## src/rtl/match_pkg.sv

```systemverilog
// match_pkg: constants and state type shared by the pattern matcher and match_reporter.
//   TEXT_W / PAT_W : text word and pattern widths
//   NPOS / POS_W   : number of alignment positions and width of a position index
//   state_e        : reporter state encoding {IDLE, EMIT}
package match_pkg;

  localparam int unsigned TEXT_W = 8;
  localparam int unsigned PAT_W  = 4;
  localparam int unsigned NPOS   = TEXT_W - PAT_W + 1;
  localparam int unsigned POS_W  = $clog2(NPOS);

  typedef enum logic {
    IDLE,
    EMIT
  } state_e;

endpackage

```

## src/rtl/prio_enc_hi.sv

```systemverilog
// prio_enc_hi: combinational highest-set-bit encoder over an NPOS-bit vector.
// Ports:
//   i_vec    : input vector
//   o_idx    : index of the highest set bit (0 when i_vec is zero)
//   o_zero   : i_vec has no bit set
//   o_single : i_vec has at most one bit set
module prio_enc_hi
  import match_pkg::*;
(
  input  logic [NPOS-1:0]  i_vec,
  output logic [POS_W-1:0] o_idx,
  output logic             o_zero,
  output logic             o_single
);

  localparam logic [NPOS-1:0] VecOne = 1;

  // Ascending scan: the last set bit visited wins, i.e. the highest one.
  always_comb begin
    o_idx = '0;
    for (int i = 0; i < int'(NPOS); i++) begin
      if (i_vec[i]) o_idx = POS_W'(i);
    end
  end

  assign o_zero   = (i_vec == '0);
  // Clearing the lowest set bit leaves zero iff at most one bit was set.
  assign o_single = ((i_vec & (i_vec - VecOne)) == '0);

endmodule

```

## src/rtl/match_reporter.sv

```systemverilog
// match_reporter: serialises a per-word match vector into position reports,
// highest position first, with one "no match" report for words without hits.
// Build option: define MATCH_REPORTER_COUNT_EN to build the word/hit counters;
// otherwise word_count and hit_count are tied to 0.
// Ports:
//   clk, rst                  : clock, synchronous active-high reset
//   in_valid/in_ready         : match vector handshake; in_hit vector, in_any flag
//   out_valid/out_ready       : report handshake; out_pos, out_none, out_last
//   err_any                   : sticky, in_any disagreed with |in_hit on an accept
//   word_count, hit_count     : saturating counts of accepted words / reported hits
module match_reporter
  import match_pkg::*;
#(
  parameter int unsigned CNT_W = 16
) (
  input  logic             clk,
  input  logic             rst,
  input  logic             in_valid,
  output logic             in_ready,
  input  logic [NPOS-1:0]  in_hit,
  input  logic             in_any,
  output logic             out_valid,
  input  logic             out_ready,
  output logic [POS_W-1:0] out_pos,
  output logic             out_none,
  output logic             out_last,
  output logic             err_any,
  output logic [CNT_W-1:0] word_count,
  output logic [CNT_W-1:0] hit_count
);

  localparam logic [NPOS-1:0] PendOne = 1;

  state_e            r_state, w_state_d;
  logic [NPOS-1:0]   r_pend, w_pend_d;
  logic              r_err;
  logic [POS_W-1:0]  w_idx;
  logic              w_zero;
  logic              w_single;
  logic              w_accept;
  logic              w_out_hs;

  prio_enc_hi u_enc (
    .i_vec    (r_pend),
    .o_idx    (w_idx),
    .o_zero   (w_zero),
    .o_single (w_single)
  );

  assign out_valid = (r_state == EMIT);
  assign out_pos   = out_valid ? w_idx : '0;
  assign out_none  = out_valid & w_zero;
  assign out_last  = out_valid & w_single;
  assign w_out_hs  = out_valid & out_ready;
  // Taking the next word on the last handshake removes the bubble between words.
  assign in_ready  = (r_state == IDLE) | (w_out_hs & out_last);
  assign w_accept  = in_valid & in_ready;
  assign err_any   = r_err;

  always_comb begin
    w_state_d = r_state;
    w_pend_d  = r_pend;
    if (w_out_hs) begin
      // idx is 0 when pend is empty, but then bit 0 is already clear.
      w_pend_d = r_pend & ~(PendOne << w_idx);
      if (out_last) w_state_d = IDLE;
    end
    if (w_accept) begin
      w_pend_d  = in_hit;
      w_state_d = EMIT;
    end
  end

  always_ff @(posedge clk) begin
    if (rst) begin
      r_state <= IDLE;
      r_pend  <= '0;
      r_err   <= 1'b0;
    end else begin
      r_state <= w_state_d;
      r_pend  <= w_pend_d;
      if (w_accept && (in_any != (|in_hit))) r_err <= 1'b1;
    end
  end

`ifdef MATCH_REPORTER_COUNT_EN
  localparam logic [CNT_W-1:0] CntOne = 1;

  logic [CNT_W-1:0] r_word_cnt;
  logic [CNT_W-1:0] r_hit_cnt;

  always_ff @(posedge clk) begin
    if (rst) begin
      r_word_cnt <= '0;
      r_hit_cnt  <= '0;
    end else begin
      if (w_accept && !(&r_word_cnt)) r_word_cnt <= r_word_cnt + CntOne;
      if (w_out_hs && !out_none && !(&r_hit_cnt)) r_hit_cnt <= r_hit_cnt + CntOne;
    end
  end

  assign word_count = r_word_cnt;
  assign hit_count  = r_hit_cnt;
`else
  assign word_count = '0;
  assign hit_count  = '0;
`endif

endmodule
```

## config.mk

```make
export PLATFORM = sky130hd
export DESIGN_NAME = match_reporter
export DESIGN_NICKNAME = d
export VERILOG_FILES = /design/src/rtl/match_pkg.sv /design/src/rtl/prio_enc_hi.sv /design/src/rtl/match_reporter.sv
export SDC_FILE = /design/constraint.sdc
export NUM_CORES = 1
export LEC_CHECK = 0
export CAP_MARGIN = 20
export CORE_MARGIN = 2
export CORE_UTILIZATION = 30
export CTS_CLUSTER_DIAMETER = 100
export CTS_CLUSTER_SIZE = 28
export DETAILED_ROUTE_END_ITERATION = 7
export GPL_TIMING_DRIVEN = 0
export PLACE_DENSITY = 0.73
export SLEW_MARGIN = 20
export SYNTH_ARGS = -nofsm -noshare
export SYNTH_HDL_FRONTEND = slang
export SYNTH_SLANG_ARGS = --single-unit
```

## constraint.sdc

```tcl
create_clock -name clk -period 4.32 [get_ports clk]
set_clock_uncertainty 0.2 [all_clocks]
set_input_delay 0.864 -clock clk [delete_from_list [all_inputs] [get_ports clk]]
set_output_delay 0.864 -clock clk [all_outputs]
set_load 0.02 [all_outputs]
```

==> key figures, run 1 <==
Outcome
  • Status: complete, no violations

Finish
  • Commonest non-fill, non-tap cell in the layout: buf_4
  • P&R area growth vs syn: 46.0%
  • Share of cells above drive strength 1: 32.9%
  • Final Cell Area: 0.00111 mm²
  • Layout Nets: roughly 160
  • Fill cells: about 260
  • Most frequent cells in the layout: buf_4 (33), conb_1 (32), clkdlybuf4s50_1 (17)
  • Inserted Diodes: 0
  • Final core occ: approximately 46%

Detailed routing
  • Avg Vias per Cell: 4.07
  • Routed length per instance: roughly 9 µm
  • Via count: 716
  • Final WL: 1.59 mm
  • Number of detailed-route iterations in the first pass: 4
  • DR iter-0 viols: 9
  • DRC Markers: 0
  • Number of nets with antenna violations after routing: 0

Setup path
  • Critical path capture point type: output pin
  • CP max FO: 7
  • R2R cell count: 5
  • CP Class: in -> out
  • CP startpoint: out_ready
  • FF-to-FF Start: r_pend[2]
  • R2R Setup Slk: 2610 ps
  • Crit path DAT: 2210 ps
  • CP startpoint kind: input port
  • Reg2reg end: r_pend[3]
  • CP required: roughly 3300 ps

Floorplanning
  • Row count: 18
  • Ports: 50
  • Core ar.: approximately 0.0024 mm²
  • Initial Utilization: a little under a third
  • Width of the chip: ~54 µm
  • Die ar.: 0.00296 mm²
  • Die Ht: 54.4 µm

Clock network
  • Post-CTS Hold Buffers: 0
  • Worst skew pair latency: 260 ps
  • Setup Buffers After CTS: 0
  • CTS Buf Count: 3
  • Post-CTS Resized: 0
  • H-tree levels: 1
  • CTS tree: done
  • Clk sink count: 7
  • Root Buffer: clkbuf_4
  • CTS clock-pin slew for the worst setup and hold paths: 50 ps
  • CTS Buffer Depth: 2

Logic synthesis
  • Syn. warnings: 0
  • Syn Area/Cell: about 8 µm²
  • Synth unique cells: 35
  • Synth Flop Type: dfxtp_1
  • Sequential fraction of the synthesis area: 18.4%
  • Async SR Flop Fraction: 0%
  • Post-Syn Instances: 94
  • Number of synthesized register bits: 7
  • Post-synth EDFFs: 0
  • Post-Syn Area: 762 µm²

STA
  • Fin. Hold Viols: 0
  • Final Cycle Share: 75.7%
  • RSZ-0062 raised after global routing: no
  • Hold Slack: 360 ps
  • Fin. max-slew vios: 0
  • F_max: 306 MHz
  • Final setup viols: 0
  • Setup TNS: 0 ps
  • Final Critical Period: ~3300 ps

Hold path
  • Hold path depth: 2
  • Min-Delay Endpoint: r_pend[4]
  • Hold_sp: r_pend[4]
  • Hold WC Path Type: reg -> reg

Power and ir drop
  • Leakage: 0.000568 µW
  • Clock power frac: 24.5%
  • Switching share of power: between 30% and 40%
  • Cell-internal power: 158 µW
  • Sequential Power Share: ~29%
  • Sw power: 93.9 µW
  • Power Density: roughly 230 mW/mm²
  • Maximum vdd ir drop: 0.000148 V
  • Gate power share: 46.1%

Global routing
  • First-pass GRT wire length: between 2 and 2.5 mm
  • Vias in the first global route: approximately 600
  • Gr usage total: 11.0%
  • Largest net degree at the start of global routing: 11
  • Initial antenna violation count: 0
  • Total gr overflow: 0

Place
  • GP Congestion: 0.785
  • Placed Area: 0.00109 mm²
  • Port bufs: 17
  • Post-DP HPWL: 1.33 mm

Run
  • Maxcap violations: 0
==> state kept, by name, indices dropped and copies added, names as in the netlist <==
signal,cells
out_valid,1
r_pend,5
err_any,1
==> worst max path at each step <==
| stage | cells past startpoint | slack [ps] | to |
|---|---|---|---|
| floorplan | 3 | 1880 | out_none |
| global placement | 4 | 1080 | in_ready |
| detailed placement | 4 | 1060 | in_ready |
| CTS | 4 | 1050 | in_ready |
| global route | 4 | 960 | in_ready |
| finish | 4 | 1050 | in_ready |
==> critical path: stages <==
cell and delay [ps]:
clkdlybuf4s50_1 590, nand2_1 80, nand2_1 70, clkdlybuf4s50_1 600
==> layout make-up <==
cell class | count | area, µm² | share of cell area (%)
Clock buffer | 4 | 26.3 | 2.36
Buffer | 35 | 264 | 23.7
Timing Repair Buffer | 17 | 170 | 15.3
Inverter | 5 | 18.8 | 1.69
Sequential cell | 7 | 140 | 12.6
Tap cell | 30 | 37.5 | 3.37
Multi-Input combinational cell | 78 | 455 | 40.9
==> synth_stat cells, types with 2 or more instances <==
| master | count | area share [%] |
|---|---|---|
| nor2_1 | 5 | 2.5 |
| dfxtp_1 | 7 | 18 |
| a41o_1 | 3 | 3.9 |
| o211ai_1 | 2 | 2.0 |
| inv_1 | 3 | 1.5 |
| a21oi_1 | 5 | 3.3 |
| nor4b_2 | 2 | 3.9 |
| inv_2 | 2 | 0.99 |
| nand3_1 | 3 | 2.0 |
| buf_4 | 33 | 33 |
| nand2_1 | 4 | 2.0 |
| and2_1 | 2 | 1.6 |
==> logic make-up after synthesis <==
group	synth area share (%)
xor+xnor	1.15
simple gates	17.1
other cells	0.492
compound gates	24.3
flops	18.4
buf+inv	37.1
fa+ha+maj	1.48
==> power by group through the flow <==
| stage | Combinational (µW) | Clock, µW | Sequential (µW) |
|---|---|---|---|
| after floorplan | 86.4 | 0 | 76.3 |
| after global placement | 114 | 0 | 75.0 |
| after detailed placement | 115 | 0 | 75.4 |
| after CTS | 115 | 61.9 | 74.0 |
| after global routing | 127 | 63.4 | 74.6 |
| final | 116 | 61.6 | 74.0 |
==> per-stage QoR <==
stage / total power [µW] / setup slack, ps / instances
global placement: 189 / 1080 / 172
floorplan: 163 / 1880 / 125
global route: 265 / 957 / 176
finish: 252 / 1050 / 176
detailed placement: 190 / 1060 / 172
CTS: 251 / 1050 / 176
==> layer usage <==
metal  global-route usage [%]  part of all wire, %  up-vias
li1                         -                    -      367
met1                     11.3                   37      303
met2                     20.5                   52       40
met3                     1.64                  9.1        6
met4                     7.08                  2.1        0
met5                        0                    0        -
Power figures use the tool's default switching activity.
==> inputs of run 2 (changes only) <==
- PLACE_DENSITY: 0.73 -> 0.76
- clock period: 4.32 -> 2.9 ns (I/O delays scaled with it)
==> key figures, run 2 (same netlist as run 1, synthesis figures left out) <==
Global routing
  • Largest net degree at the start of global routing: 11 (unchanged)
  • Total gr overflow: 0 (unchanged)
  • Gr usage total: 12.1% (+1.1 points)
  • Initial antenna violation count: 0 (unchanged)
  • First-pass GRT wire length: 2.59 mm (+8.1%)
  • Vias in the first global route: 648 (+7.5%)

Setup path
  • CP Class: reg -> out
  • R2R Setup Slk: 1180 ps (-1430 ps)
  • CP max-delay cell: clkdlybuf4s50_1
  • Critical path capture point type: output pin
  • CP startpoint kind: register
  • Worst path max stage delay: 590 ps (about the same)
  • CP required: 2120 ps (-1140 ps)
  • FF-to-FF Start: r_pend[2]
  • Crit-path cells: buf_6 -> maj3_2 -> o21ai_4 -> and2_1 -> clkdlybuf4s50_1
  • Reg2reg end: r_pend[3]
  • Crit path DAT: 2000 ps (-210 ps)
  • CP max FO: 9 (+2)
  • R2R cell count: 5 (unchanged)

STA
  • Final Cycle Share: a little over nine tenths
  • RSZ-0062 raised after global routing: no
  • Setup WS post-layout: 121 ps (-927 ps)
  • Final setup viols: 0 (unchanged)
  • Fin. Hold Viols: 0 (unchanged)
  • Setup TNS: 0 ps (unchanged)
  • Fin. max-slew vios: 0 (unchanged)
  • F_max: ~360 MHz
  • Final Critical Period: 2780 ps

Power and ir drop
  • Maximum vdd ir drop: 0.000299 V (+100%)
  • Switching share of power: 38.2% (+0.84 points)
  • Leakage: 0.000572 µW (+0.65%)
  • Sw power: 144 µW (+54%)
  • Sequential Power Share: 29.1% (-0.3 points)
  • Power Density: 337 mW/mm² (+49%)
  • Clock power frac: 24.5% (about the same)
  • Gate power share: 46.4% (+0.3 points)
  • Cell-internal power: 234 µW (+48%)

Clock network
  • CTS Buffer Depth: 2 (unchanged)
  • CTS Buf Count: 3 (unchanged)
  • Post-CTS Resized: 0 (unchanged)
  • H-tree levels: 1 (unchanged)
  • Setup Buffers After CTS: 0 (unchanged)
  • CTS tree: done
  • CTS clock-pin slew for the worst setup and hold paths: 60 ps (about the same)
  • Root Buffer: clkbuf_4
  • Clk sink count: 7 (unchanged)
  • Worst skew pair latency: 260 ps (about the same)
  • Post-CTS Hold Buffers: 0 (unchanged)

Finish
  • Commonest non-fill, non-tap cell in the layout: buf_4
  • Area occupied by multi-input gates: 463 µm² (+1.6%)
  • Register cell area after layout: 140 µm² (unchanged)
  • Max reg flops: 5 (unchanged)
  • P&R area growth vs syn: 47.1%
  • Reg with most FFs: r_pend
  • Inserted Diodes: 0 (unchanged)
  • Layout Nets: 157 (unchanged)
  • Share of cells above drive strength 1: 33.6% (+0.68 points)
  • Fill cells: 261 (+2.0%)
  • Fin cells: 176 (unchanged)
  • Most frequent cells in the layout: buf_4 (33), conb_1 (32), clkdlybuf4s50_1 (17)

Hold path
  • Hold_sp: r_pend[4]
  • Hold path depth: 2 (unchanged)
  • Min-Delay Endpoint: r_pend[4]
  • Hold WC Path Type: reg -> reg

Place
  • Post-DP HPWL: 1.32 mm (-1.0%)
  • Port bufs: 17 (unchanged)
  • GP Congestion: 0.805 (+2.6%)
  • Placed cells: 172 (unchanged)
  • Pre-CTS setup slack: 217 ps (-839 ps)

Floorplanning
  • Row count: 18 (unchanged)
  • Die ar.: 0.00296 mm² (unchanged)
  • Die Ht: 54.4 µm (unchanged)
  • Ports: 50 (unchanged)
  • Initial Utilization: 31.3% (unchanged)
  • Core ar.: 0.00243 mm² (unchanged)
  • Width of the chip: 54.4 µm (unchanged)

Detailed routing
  • Via count: 731 (+2.1%)
  • DR iter-0 viols: 7 (-2)
  • Number of nets with antenna violations after routing: 0 (unchanged)
  • Avg Vias per Cell: 4.15 (+2.1%)
  • Number of detailed-route iterations in the first pass: 4 (unchanged)
  • Routed length per instance: 9.40 µm (+4.2%)
  • DRC Markers: 0 (unchanged)
  • Final WL: 1.66 mm (+4.2%)

Run
  • Maxcap violations: 0 (unchanged)

Outcome
  • Status: complete, no violations
[run 2: power by group through the flow]
stage                     Clock, µW  Combinational [µW]  Sequential, µW
final                          92.5                 175             110
after global routing            104                 191             112
after global placement            0                 168             112
after CTS                      93.3                 171             110
after detailed placement          0                 170             112
after floorplan                   0                 129             114
[run 2: per-layer routing]
layer | track usage (%) | up-vias | routed length (µm)
li1 | - | 369 | -
met3 | 5.19 | 2 | 218
met2 | 20.7 | 45 | 759
met5 | 0 | - | 0
met4 | 6.67 | 0 | 8
met1 | 12.4 | 315 | 668
[run 2: final cells by class]
type                       instances  share of cell area (%)
tap                               30                    3.35
clock buffer                       3                    2.01
clock inverter                     1                   0.446
sequential                         7                    12.5
inverter                           5                    1.67
timing repair buffer              17                    15.2
multi-input combinational         78                    41.3
buffer                            35                    23.5
[run 2: worst max-delay path, delay by kind of cell (launching register included)]
family / cells / cell delay, ps
adder cells (fa/ha/maj): 1 / 360
AND/OR/NAND/NOR: 1 / 150
flip-flops: 1 / 300
buffers and inverters: 2 / 720
AO/OA/AOI/OAI: 1 / 210
[run 2: how the worst max path moves through the flow]
| stage | cells past startpoint | endpoint | start |
|---|---|---|---|
| after floorplan | 3 | out_none | r_pend[2] |
| after global placement | 4 | in_ready | out_ready |
| after detailed placement | 4 | in_ready | out_ready |
| after CTS | 5 | out_last | r_pend[2] |
| after global routing | 5 | out_last | r_pend[2] |
| final | 5 | out_last | r_pend[2] |
[run 2: through the flow]
stage          total power, µW  util (%)  cell area (µm²)  hold slack, ps
3_5_place_dp               282      44.7             1090             343
3_3_place_gp               279      44.7             1090             329
2_1_floorplan              242         -              878             278
6_report                   378      46.1             1120             355
4_1_cts                    375      45.8             1110             352
5_1_grt                    406      46.1             1120             384
==> inputs of run 3 (changes only) <==
- CORE_MARGIN: 2 -> 10
- CTS_CLUSTER_SIZE: 28 -> 25
==> key figures, run 3 (same netlist as run 1, synthesis figures left out) <==
Finish
  • Fill cells: 260 (-0.38%)
  • Inserted Diodes: 0 (unchanged)
  • Reg with most FFs: r_pend
  • Layout Nets: 157 (unchanged)
  • P&R area growth vs syn: 47.1% (unchanged)
  • Max reg flops: 5 (unchanged)
  • Share of cells above drive strength 1: 33.6% (unchanged)
  • Fin cells: 176 (unchanged)
  • Commonest non-fill, non-tap cell in the layout: buf_4
  • Most frequent cells in the layout: buf_4 (33), conb_1 (32), clkdlybuf4s50_1 (17)

Place
  • Post-DP HPWL: 1.61 mm (+22%)
  • Port bufs: 17 (unchanged)
  • GP Congestion: 0.818 (+1.6%)
  • Placed cells: 172 (unchanged)

Clock network
  • CTS tree: done
  • CTS Buffer Depth: 2 (unchanged)
  • Root Buffer: clkbuf_4
  • Post-CTS Hold Buffers: 0 (unchanged)
  • Worst skew pair latency: 260 ps (about the same)
  • Setup Buffers After CTS: 0 (unchanged)
  • Clk sink count: 7 (unchanged)
  • CTS Buf Count: 3 (unchanged)
  • H-tree levels: 1 (unchanged)
  • CTS clock-pin slew for the worst setup and hold paths: 60 ps (about the same)

Power and ir drop
  • Maximum vdd ir drop: 0.000237 V (-21%)
  • Cell-internal power: 234 µW (about the same)
  • Gate power share: 46.7% (+0.3 points)
  • Clock power frac: 24.1% (-0.4 points)
  • Sequential Power Share: 29.2% (about the same)
  • Power Density: 337 mW/mm² (-0.14%)
  • Sw power: 144 µW (-0.32%)
  • Leakage: 0.000572 µW (unchanged)
  • Switching share of power: 38.1% (-0.067 points)

Hold path
  • Hold_sp: r_pend[4]
  • Hold WC Path Type: reg -> reg
  • Hold path depth: 2 (unchanged)
  • Min-Delay Endpoint: r_pend[4]

Global routing
  • Gr usage total: 7.18% (-5.0 points)
  • Total gr overflow: 0 (unchanged)
  • First-pass GRT wire length: 3.02 mm (+17%)
  • Initial antenna violation count: 0 (unchanged)
  • Vias in the first global route: 640 (-1.2%)
  • Largest net degree at the start of global routing: 11 (unchanged)

Detailed routing
  • Number of detailed-route iterations in the first pass: 4 (unchanged)
  • Final WL: 1.92 mm (+16%)
  • Routed length per instance: 10.9 µm (+16%)
  • Number of nets with antenna violations after routing: 0 (unchanged)
  • DRC Markers: 0 (unchanged)
  • Avg Vias per Cell: 3.98 (-4.1%)
  • Via count: 701 (-4.1%)
  • DR iter-0 viols: 18 (+11)

STA
  • F_max: 361 MHz (+0.25%)
  • Fin. Hold Viols: 0 (unchanged)
  • Final Critical Period: 2770 ps (-6.86 ps)
  • RSZ-0062 raised after global routing: no
  • Final setup viols: 0 (unchanged)
  • Final Cycle Share: 95.6% (-0.24 points)
  • Setup TNS: 0 ps (unchanged)
  • Fin. max-slew vios: 0 (unchanged)

Outcome
  • Status: complete, no violations

Setup path
  • CP required: 2120 ps (about the same)
  • R2R Setup Slk: 1200 ps (+20 ps)
  • CP max FO: 9 (unchanged)
  • Critical path capture point type: output pin
  • Reg2reg end: r_pend[1]
  • FF-to-FF Start: r_pend[2]
  • Crit path DAT: 1990 ps (about the same)
  • R2R cell count: 5 (unchanged)
  • CP startpoint kind: register
  • CP Class: reg -> out

Floorplanning
  • Initial Utilization: 31.0% (-0.29 points)
  • Die ar.: 0.00496 mm² (+67%)
  • Die Ht: 70.4 µm (+29%)
  • Core ar.: 0.00245 mm² (+0.93%)
  • Row count: 18 (unchanged)
  • Ports: 50 (unchanged)
  • Width of the chip: 70.4 µm (+29%)

Run
  • Maxcap violations: 0 (unchanged)
-- run 3: final cells by class --
type                            instances  area (µm²)  share of cell area [%]
Multi-Input combinational cell         78         463                    41.3
Buffer                                 35         264                    23.5
Timing Repair Buffer                   17         170                    15.2
Sequential cell                         7         140                    12.5
Tap cell                               30        37.5                    3.35
Clock buffer                            3        22.5                    2.01
Inverter                                5        18.8                    1.67
Clock inverter                          1        5.00                   0.446
-- run 3: through the flow --
step	utilization, %	instance area [µm²]	hold WS (ps)	setup slack [ps]	power [µW]
floorplan	-	878	278	744	242
detailed placement	44.2	1090	344	201	283
finish	45.7	1120	357	128	378
global route	45.7	1120	396	42.5	407
global placement	44.2	1090	333	222	281
CTS	45.4	1110	354	69.6	376
-- run 3: how the worst max path moves through the flow --
stage               startpoint  endpoint  slack (ps)
CTS                  r_pend[2]  out_last          70
global placement     out_ready  in_ready         220
floorplan            r_pend[2]  out_none         740
finish               r_pend[2]  out_last         130
global route         r_pend[2]  out_last          40
detailed placement   out_ready  in_ready         200
-- run 3: critical path, stage by stage, from the launching register on --
cell and delay, ps:
dfxtp_1 300, buf_6 130, maj3_2 360, o21ai_4 210, and2_1 150, clkdlybuf4s50_1 600
-- run 3: power by group through the flow --
stage,clock (µW),combinational [µW],sequential [µW]
finish,91.0,176,110
global route,105,190,111
CTS,94.4,171,110
detailed placement,0,171,112
global placement,0,169,112
floorplan,0,129,114
-- run 3: layer usage --
layer  vias up  track usage, %  part of all wire, %
met5         -               0                    0
met4         0           0.658                    0
met3         0            5.08                   11
met2        36            11.6                   48
met1       296            7.73                   40
li1        369               -                    -
-- run 3: repair_timing --
| action | 4_1_cts | 5_1_grt |
|---|---|---|
| hold endpoints to repair | 0 | 0 |
| resized for setup | 0 | 1 |
| endpoints found under the setup margin | 0 | 2 |
